### src/rtl/regfile_pkg.sv
// rtl/regfile_pkg.sv - shared defaults, helpers and types for the register file
//
// Purpose: build-time defaults for regfile_sb, the address-width helper and
// the write-port record shared with the writeback stage.
package regfile_pkg;

  localparam int REG_WIDTH_DEF = 16;

  localparam int NUM_REGS_DEF = 8;

  localparam int NUM_RD_PORTS_DEF = 3;

  function automatic int addr_w(input int n);
    return $clog2(n);
  endfunction

  // Writeback port record at the default geometry.
  typedef struct packed {
    logic                            en;
    logic [$clog2(NUM_REGS_DEF)-1:0] addr;
    logic [REG_WIDTH_DEF-1:0]        data;
  } wr_port_t;

endpackage

### src/rtl/regfile_bypass.sv
// rtl/regfile_bypass.sv - one read port: zero / wb / wa / stored priority mux and busy bypass
//
// Purpose: resolves one read port against the writes in flight this cycle.
// Ports:
//   addr                        read address of this port
//   wa_en, wa_addr, wa_data     ALU writeback in flight
//   wb_en, wb_addr, wb_data     load writeback in flight
//   stored_data, stored_busy    storage and scoreboard contents at addr
//   data, busy                  bypassed read data and busy bit
module regfile_bypass
  import regfile_pkg::*;
#(
  parameter int AW        = 3,
  parameter int REG_WIDTH = 16,
  parameter int ZERO_REG  = 1
) (
  input  logic [AW-1:0]        addr,
  input  logic                 wa_en,
  input  logic [AW-1:0]        wa_addr,
  input  logic [REG_WIDTH-1:0] wa_data,
  input  logic                 wb_en,
  input  logic [AW-1:0]        wb_addr,
  input  logic [REG_WIDTH-1:0] wb_data,
  input  logic [REG_WIDTH-1:0] stored_data,
  input  logic                 stored_busy,
  output logic [REG_WIDTH-1:0] data,
  output logic                 busy
);

  logic zero_hit;
  logic wb_hit;
  logic wa_hit;

  assign zero_hit = (ZERO_REG != 0) && (addr == '0);
  assign wb_hit   = wb_en && (wb_addr == addr);
  assign wa_hit   = wa_en && (wa_addr == addr);

  always_comb begin
    data = stored_data;
    busy = stored_busy;
    if (zero_hit) begin
      data = '0;
      busy = 1'b0;
    end else if (wb_hit) begin
      // The load result is forwarded now, so decode need not stall on it.
      data = wb_data;
      busy = 1'b0;
    end else if (wa_hit) begin
      // ALU results never touch the scoreboard, so busy stays as stored.
      data = wa_data;
    end
  end

endmodule

### src/rtl/regfile_sb.sv
// rtl/regfile_sb.sv - multi-port register file with pending-load scoreboard
//
// Purpose: register storage with two write ports (ALU wa, load wb), bypassed
// combinational read ports and a per-register busy bit for in-flight loads.
// Ports:
//   CLK, RST                          clock; asynchronous active-low reset
//   rd_addr, rd_data, rd_busy         packed read ports (port i at slice i)
//   wa_en, wa_addr, wa_data           ALU writeback
//   wb_en, wb_addr, wb_data           load writeback, clears busy
//   sb_set_en, sb_set_addr            marks a register pending
//   wr_conflict                       wa and wb hit the same register last cycle
//   busy_any                          OR of all busy bits after the last edge
module regfile_sb
  import regfile_pkg::*;
#(
  parameter int REG_WIDTH    = REG_WIDTH_DEF,
  parameter int NUM_REGS     = NUM_REGS_DEF,
  parameter int NUM_RD_PORTS = NUM_RD_PORTS_DEF,
  parameter int ZERO_REG     = 1,
  localparam int AW          = addr_w(NUM_REGS)
) (
  input  logic                              CLK,
  input  logic                              RST,
  input  logic [NUM_RD_PORTS*AW-1:0]        rd_addr,
  output logic [NUM_RD_PORTS*REG_WIDTH-1:0] rd_data,
  output logic [NUM_RD_PORTS-1:0]           rd_busy,
  input  logic                              wa_en,
  input  logic [AW-1:0]                     wa_addr,
  input  logic [REG_WIDTH-1:0]              wa_data,
  input  logic                              wb_en,
  input  logic [AW-1:0]                     wb_addr,
  input  logic [REG_WIDTH-1:0]              wb_data,
  input  logic                              sb_set_en,
  input  logic [AW-1:0]                     sb_set_addr,
  output logic                              wr_conflict,
  output logic                              busy_any
);

  logic [REG_WIDTH-1:0] regs [NUM_REGS];
  logic [NUM_REGS-1:0]  busy;
  logic [NUM_REGS-1:0]  busy_nxt;
  logic                 wa_zero;
  logic                 wb_zero;
  logic                 same_addr;
  logic                 wa_write;
  logic                 wb_write;

  assign wa_zero   = (ZERO_REG != 0) && (wa_addr == '0);
  assign wb_zero   = (ZERO_REG != 0) && (wb_addr == '0);
  assign same_addr = wa_en && wb_en && (wa_addr == wb_addr);
  // On a same-address collision the load result wins and the ALU write is dropped.
  assign wa_write  = wa_en && !same_addr && !wa_zero;
  assign wb_write  = wb_en && !wb_zero;

  // Set is applied after clear so a load issued behind a completing one stays pending.
  always_comb begin
    busy_nxt = busy;
    if (wb_en) busy_nxt[wb_addr] = 1'b0;
    if (sb_set_en) busy_nxt[sb_set_addr] = 1'b1;
    if (ZERO_REG != 0) busy_nxt[0] = 1'b0;
  end

  always_ff @(posedge CLK or negedge RST) begin
    if (!RST) begin
      for (int i = 0; i < NUM_REGS; i++) regs[i] <= '0;
      busy        <= '0;
      wr_conflict <= 1'b0;
      busy_any    <= 1'b0;
    end else begin
      if (wa_write) regs[wa_addr] <= wa_data;
      if (wb_write) regs[wb_addr] <= wb_data;
      busy        <= busy_nxt;
      wr_conflict <= same_addr && !wa_zero;
      busy_any    <= |busy_nxt;
    end
  end

  for (genvar g = 0; g < NUM_RD_PORTS; g++) begin : g_rd
    logic [AW-1:0] addr;
    assign addr = rd_addr[g*AW +: AW];

    regfile_bypass #(
      .AW       (AW),
      .REG_WIDTH(REG_WIDTH),
      .ZERO_REG (ZERO_REG)
    ) u_bypass (
      .addr       (addr),
      .wa_en      (wa_en),
      .wa_addr    (wa_addr),
      .wa_data    (wa_data),
      .wb_en      (wb_en),
      .wb_addr    (wb_addr),
      .wb_data    (wb_data),
      .stored_data(regs[addr]),
      .stored_busy(busy[addr]),
      .data       (rd_data[g*REG_WIDTH +: REG_WIDTH]),
      .busy       (rd_busy[g])
    );
  end

endmodule

### config.mk
export PLATFORM = sky130hd
export DESIGN_NAME = regfile_sb
export DESIGN_NICKNAME = d
export VERILOG_FILES = /design/src/rtl/regfile_pkg.sv /design/src/rtl/regfile_bypass.sv /design/src/rtl/regfile_sb.sv
export SDC_FILE = /design/constraint.sdc
export NUM_CORES = 1
export LEC_CHECK = 0
export BUFFER_PORTS_ARGS = -buffer_cell sky130_fd_sc_hd__buf_2
export CAP_MARGIN = 20
export CORE_MARGIN = 2
export CORE_UTILIZATION = 40
export CTS_CLUSTER_SIZE = 16
export DETAILED_ROUTE_END_ITERATION = 8
export MAX_ROUTING_LAYER = met4
export PLACE_DENSITY_LB_ADDON = 0.05
export SLEW_MARGIN = 20
export SYNTH_ARGS = -nofsm -noshare
export SYNTH_HDL_FRONTEND = slang
export SYNTH_HIERARCHICAL = 1
export SYNTH_SLANG_ARGS = --single-unit
### constraint.sdc
create_clock -name CLK -period 1.95 [get_ports CLK]
set_clock_uncertainty 0.2 [all_clocks]
set_input_delay 0.0975 -clock CLK [delete_from_list [all_inputs] [get_ports CLK]]
set_output_delay 0.0975 -clock CLK [all_outputs]
set_load 0.01 [all_outputs]
# Yosys cells after proc, flatten, opt, wreduce, memory -nomap -nowiden
# Cells that the tools add are included.
classes:
  shifts: 0
  n_lt_le_gt_ge: 14
  n_bitwise: 8
  n_addsub: 0
  eq_ne: 7
  n_mul: 0
  n_reduce_logical: 25
  n_mux: 44
  div_mod_pow: 0
ops:
  columns: ["operator", "n"]
  rows:
  - ["16-bit 2-to-1 mux", 17]
  - ["128-bit bitwise mux", 2]
  - ["128-bit 2-to-1 mux", 2]
  - ["16-bit binary-select mux with 3-bit select", 3]
  - ["16-bit demux with 3-bit select", 2]
  - ["3-bit equality test", 7]
  - ["4-bit greater-or-equal comparator (second input constant)", 5]
  - ["3-bit by 4-bit less-than comparator with 1-bit output (second input constant)", 5]
  - ["3-bit inverter with 4-bit output", 5]
  - ["1-bit logical AND", 16]
  - ["8-bit 2-to-1 mux", 2]
  - ["3-bit logical NOT", 5]
  - ["1-bit 2-to-1 mux", 11]
  - ["1-bit binary-select mux with 3-bit select", 3]
  - ["8-bit bitwise AND", 1]
  - ["4-bit by 1-bit less-than comparator with 1-bit output (second input constant)", 2]
  - ["8-bit inverter", 1]
  - ["8-bit bitwise OR", 1]
  - ["7-bit OR reduction", 1]
  - ["1-bit demux with 3-bit select", 2]
  - ["3-bit by 1-bit greater-or-equal comparator with 1-bit output (second input constant)", 2]
  - ["1-bit logical NOT", 3]
totals:
  mem_bits_ro: 0
  ramBits: 0
  reg_bits: 137
  out_inout_bits: 53
  in_bits: 55
  latchBits: 0
  n_memories: 0

# Depth between registers and ports, before layout
depth:
  word_depth: 10
  mapped_depth: 8

# Hierarchy
# The synthesis kept the hierarchy.
by_module_without_submodules:
  columns: ["mod", "instances", "seq_area_each_um2", "area_per_inst_um2", "cells_per_inst"]
  rows:
  - ["regfile_sb", 1, 3428.3, 9789.4, 960]
  - ["regfile_bypass", 3, 0.0, 447.9, 64]

# Worst setup path before layout
# OpenSTA, ideal clock, no wires.
synth_path:
  kind: "in2out"
  startpoint: "input rd_addr[0]"
  endpoint: "output rd_data[0]"
  n_path_buf: 2
  t_arrival_ns: 1.747
  stages: 6
  t_required_ns: 1.652
  slack_ns: -0.094
  cell_sequence: "clkbuf_1 buf_2 mux4_2 mux2_2 mux2i_1 a21oi_1"
synth_between:
  elab_chain_cells: 7
  elab_cells_between_ends: 12
synth_lines:
  columns: ["element", "line", "source"]
  rows:
  - ["start, declared", "regfile_sb.sv:24", "input logic [NUM_RD_PORTS*AW-1:0] rd_addr,"]
  - ["3-bit inverter with 4-bit output (not written as such)", "regfile_sb.sv:94", ".stored_data(regs[addr]),"]
  - ["16-bit binary-select mux with 3-bit select", "regfile_sb.sv:94", null]
  - ["16-bit 2-to-1 mux (not written as such) (2 in a row)", "regfile_sb.sv:94", null]
  - ["16-bit 2-to-1 mux", "regfile_bypass.sv:48", "end else if (wa_hit) begin"]
  - ["16-bit 2-to-1 mux", "regfile_bypass.sv:44", "end else if (wb_hit) begin"]
  - ["16-bit 2-to-1 mux *", "regfile_bypass.sv:41", "if (zero_hit) begin"]
  - ["end, declared", "regfile_sb.sv:25", "output logic [NUM_RD_PORTS*REG_WIDTH-1:0] rd_data,"]
# Mark *: on every way between the ends. The rest lies on a longest branch, timed or not. The select of a mux whose other input is x is not followed.

# Final worst setup path
layout_path:
  startpoint: "register regs[67] (netlist name)"
  endpoint: "output rd_data[35]"
layout_between:
  elab_chain_cells: 6
layout_lines:
  columns: ["element", "line", "source"]
  rows:
  - ["start, declared", "regfile_sb.sv:39", "logic [REG_WIDTH-1:0] regs [NUM_REGS];"]
  - ["start signal, assigned by index", "regfile_sb.sv:70", "if (wa_write) regs[wa_addr] <= wa_data;"]
  - ["start signal, assigned by index", "regfile_sb.sv:71", "if (wb_write) regs[wb_addr] <= wb_data;"]
  - ["16-bit binary-select mux with 3-bit select", "regfile_sb.sv:94", null]
  - ["16-bit 2-to-1 mux (not written as such) (2 in a row)", "regfile_sb.sv:94", null]
  - ["16-bit 2-to-1 mux", "regfile_bypass.sv:48", null]
  - ["16-bit 2-to-1 mux", "regfile_bypass.sv:44", null]
  - ["16-bit 2-to-1 mux", "regfile_bypass.sv:41", null]
# No other way between the ends. The select of a mux whose other input is x is not followed.

==> flow_summary.yaml <==
synth:
  async_flop_share: 1.00
  yosysWarnings: 6
  synth-edff-count: 0
  ys.flop_type: "dfrtp_1"
  synth_area_leaders: "dfrtp_1 31%, mux4_2 20%, nand4_1 6.5%, a31oi_1 6.3%, o21ai_0 5.0%"
  synth.top_cell.area_share: 0.308
  synth_cell_types: 35
  synth_seq_cells: 137
  synth_area_um2: 11100
  syn_avg_cell_area_um2: 9.66
  synth_top_area_cell: "dfrtp_1"
  syn_inst: 1152
  syn_nets: 1207
  ys_seq_area_frac: 0.308
drt:
  wl_met2_um: 21300
  wire_per_inst_um: 27.1
  first_pass_iters: 5
  drt-met1-wl_um: 19800
  wl_um: 45200
  drc: 0
  vias: 10900
  postRouteAntennaNets: 0
  wl_met3_um: 2820
  top_layer_used: "met4"
  first_iter_violations: 1004
  via_per_inst: 6.50
clock_network:
  path_clk_slew_ns: 0.07
  cts_tree: "yes"
  cts_max_level: 4
  clock_latency_ns: 0.44
  clk_path_buf_depth: 2
  clock-root-buffer: "clkbuf_16"
  cts_buffers: 17
  clock-sinks: 137
critical_path:
  crit_path_end_kind: "primary output"
  worstRegToRegCells: 3
  timing.rr.start: "busy[4]"
  r2r_setup_slack_ns: 0.26
  startpoint_type: "flop"
  cp_max_fo: 4
  worstReg2RegEnd: "busy_any"
  setup.worst_path.class: "reg2out"
  crit_required_ns: 1.65
  cp.arrival_ns: 2.11
pwr:
  vdd_ir_drop_max_uv: 613
  clkPwrFrac: 0.291
  powerDensity_nw_per_um2: 831
  swShare: 0.345
  switchingPower_uw: 4040
  p_seq_frac: 0.348
  internal-power_uw: 7680
  power.leakage_uw: 0.00574
  combPwrFrac: 0.361
global_route:
  grt_usage: 0.327
  antenna_found_initial: 1
  grt_pass1_wl_um: 68200
  grt_start_max_net_pins: 58
  grt_pass1_vias: 10500
  grt-ovfl-total: 0
finish:
  post-route-util: 0.511
  nNetsFinal: 1333
  layout.area.seq_um2: 3440
  drive_gt1_frac: 0.347
  fill_cells: 2573
  synthToLayoutAreaGrowth_pct: 26.7
  multiInputGateArea_um2: 7320
sta:
  final_hold_viol_count: 1
  worst_slew_pin_slew_ns: 0.821
  drv_slew: 0
  setup_viol_count_final: 51
  setup_slack_ns: -0.454
  relSlewSlack: 0.451
  fmax_ghz: 0.416
  min_period_over_period: 1.23
  fin_crit_ns: 2.40
  rsz0062_at_grt: "true"
  hold-worst-slack_ns: -0.0360
job:
  cap_viol_max_count: 0
die:
  coreArea_um2: 27600
  dieHeight_um: 171
  start_util: 0.403
  floorplan.die.width_um: 171
  io_pins: 108
  die-area_um2: 29200
  std_cell_rows: 61
place:
  gp_congestion: 0.891
  hpwl_um: 30700
  place.port_buffers: 107
min_path:
  hold_path.class: "in2reg"
  worst_hold_path.num_cells: 3
  min_from: "wb_addr[2]"
  min_to: "busy[3]"
run_status:
  violations: "negative hold slack, negative setup slack"
  status: "finished, violations left"
## repair_timing
action / 4_1_cts / 5_1_grt
gates resized for setup: 56 / 30
hold buffers: 47 / 5
setup endpoints to repair: 51 / 52
endpoints found under the hold margin: 258 / 7
gates cloned: 0 / 0
pin swaps: 45 / 13
setup buffers: 1 / 0
## area by class of cell
type	count	share of cell area
multi-input cells	860	0.519
flip-flops and latches	137	0.244
repair buffers	261	0.160
well taps	378	0.0335
clock buffers	17	0.0302
clock inverters	15	0.0125
inverters	1	0.000266
diodes	1	0.000177
## metrics by stage
stage / total power [uW] / worst slack [ns] / TNS [ns] / instances / area, um2
global route: 12300 / -0.511 / -21.40 / 1670 / 14100
detailed placement: 7890 / -0.0959 / -2.10 / 1588 / 12700
CTS: 11600 / -0.426 / -18.58 / 1668 / 14000
global placement: 7850 / -0.0866 / -1.91 / 1588 / 12700
floorplan: 6330 / 0.0312 / 0 / 1152 / 11200
finish: 11700 / -0.454 / -18.15 / 1670 / 14100
## per-layer routing
layer,track usage,vias to the layer above
met5,-,-
met4,0.115,0
met3,0.0433,88
met2,0.502,505
met1,0.447,5520
li1,-,4740
## power by group through the flow
| stage | registers, uW | logic [uW] | clock network (uW) |
|---|---|---|---|
| after floorplan | 3770 | 2570 | 0 |
| after global placement | 4070 | 3790 | 0 |
| after detailed placement | 4070 | 3820 | 0 |
| after CTS | 4020 | 4130 | 3430 |
| after global routing | 4150 | 4540 | 3590 |
| final | 4080 | 4230 | 3410 |
## cells by family after synthesis
family,share of synthesized area
AO/OA/AOI/OAI,0.166
XOR/XNOR,0.0165
buffers and inverters,0.0636
flip-flops,0.308
multiplexers,0.295
AND/OR/NAND/NOR,0.151
## registers in the layout, indices dropped and copies added (netlist names)
signal / cells
wr_conflict: 1
busy_any: 1
busy: 7
regs: 128
## synthesized netlist by cell type (all sizes together) (3+ instances only)
master   count
o21ai      162
mux2i       50
a32o         3
nor2b       21
and3         3
a31oi      112
dfrtp      137
and2        17
nand4      119
or3          3
buf         54
mux2        49
nand4b       3
a21oi       51
nor2       116
xor2         3
nand2       11
nand3        4
clkbuf     100
xnor2       18
mux4        99
nand4bb      4
## layout by cell type (no fill, tap or decap), types with 3 or more instances in the layout
master and n:
dfrtp_1 129, nand4_1 116, nor2_1 115, a31oi_1 112
o21ai_0 110, buf_2 102, mux4_2 99, buf_4 74
o21ai_1 52, dlygate4sd3_1 47, mux2i_1 40, mux2_4 39
buf_12 34, a21oi_1 33, nor2b_1 19, xnor2_1 18
a21oi_2 18, and2_1 17, clkbuf_16 17, nand2_1 11
mux2_2 10, dfrtp_2 8, mux2i_2 7, nand3_1 4
clkinv_2 4, buf_6 4, nand4b_1 3, a32o_1 3
nand4bb_2 3, xor2_1 3, clkinvlp_4 3, clkinv_4 3
bufinv_16 3, nand4_4 3, or3_2 3, and3_4 3
mux2i_4 3
## worst max-delay path by stage
stage / startpoint / end / slack (ns) / cells after the start
after floorplan: rd_addr[6] / rd_data[32] / 0.03 / 6
after global placement: rd_addr[3] / rd_data[21] / -0.09 / 7
after detailed placement: rd_addr[6] / rd_data[39] / -0.1 / 7
after CTS: regs[67] / rd_data[35] / -0.43 / 5
after global routing: regs[67] / rd_data[35] / -0.51 / 5
final: regs[67] / rd_data[35] / -0.45 / 5
## critical path, cell delays in order, from the launching register on
cell     delay [ns]
dfrtp_2        0.45
mux4_2         0.48
mux2_4         0.29
mux2i_2        0.19
a21oi_2        0.11
buf_2          0.15
Note: power is estimated with default switching activity, not from simulation.
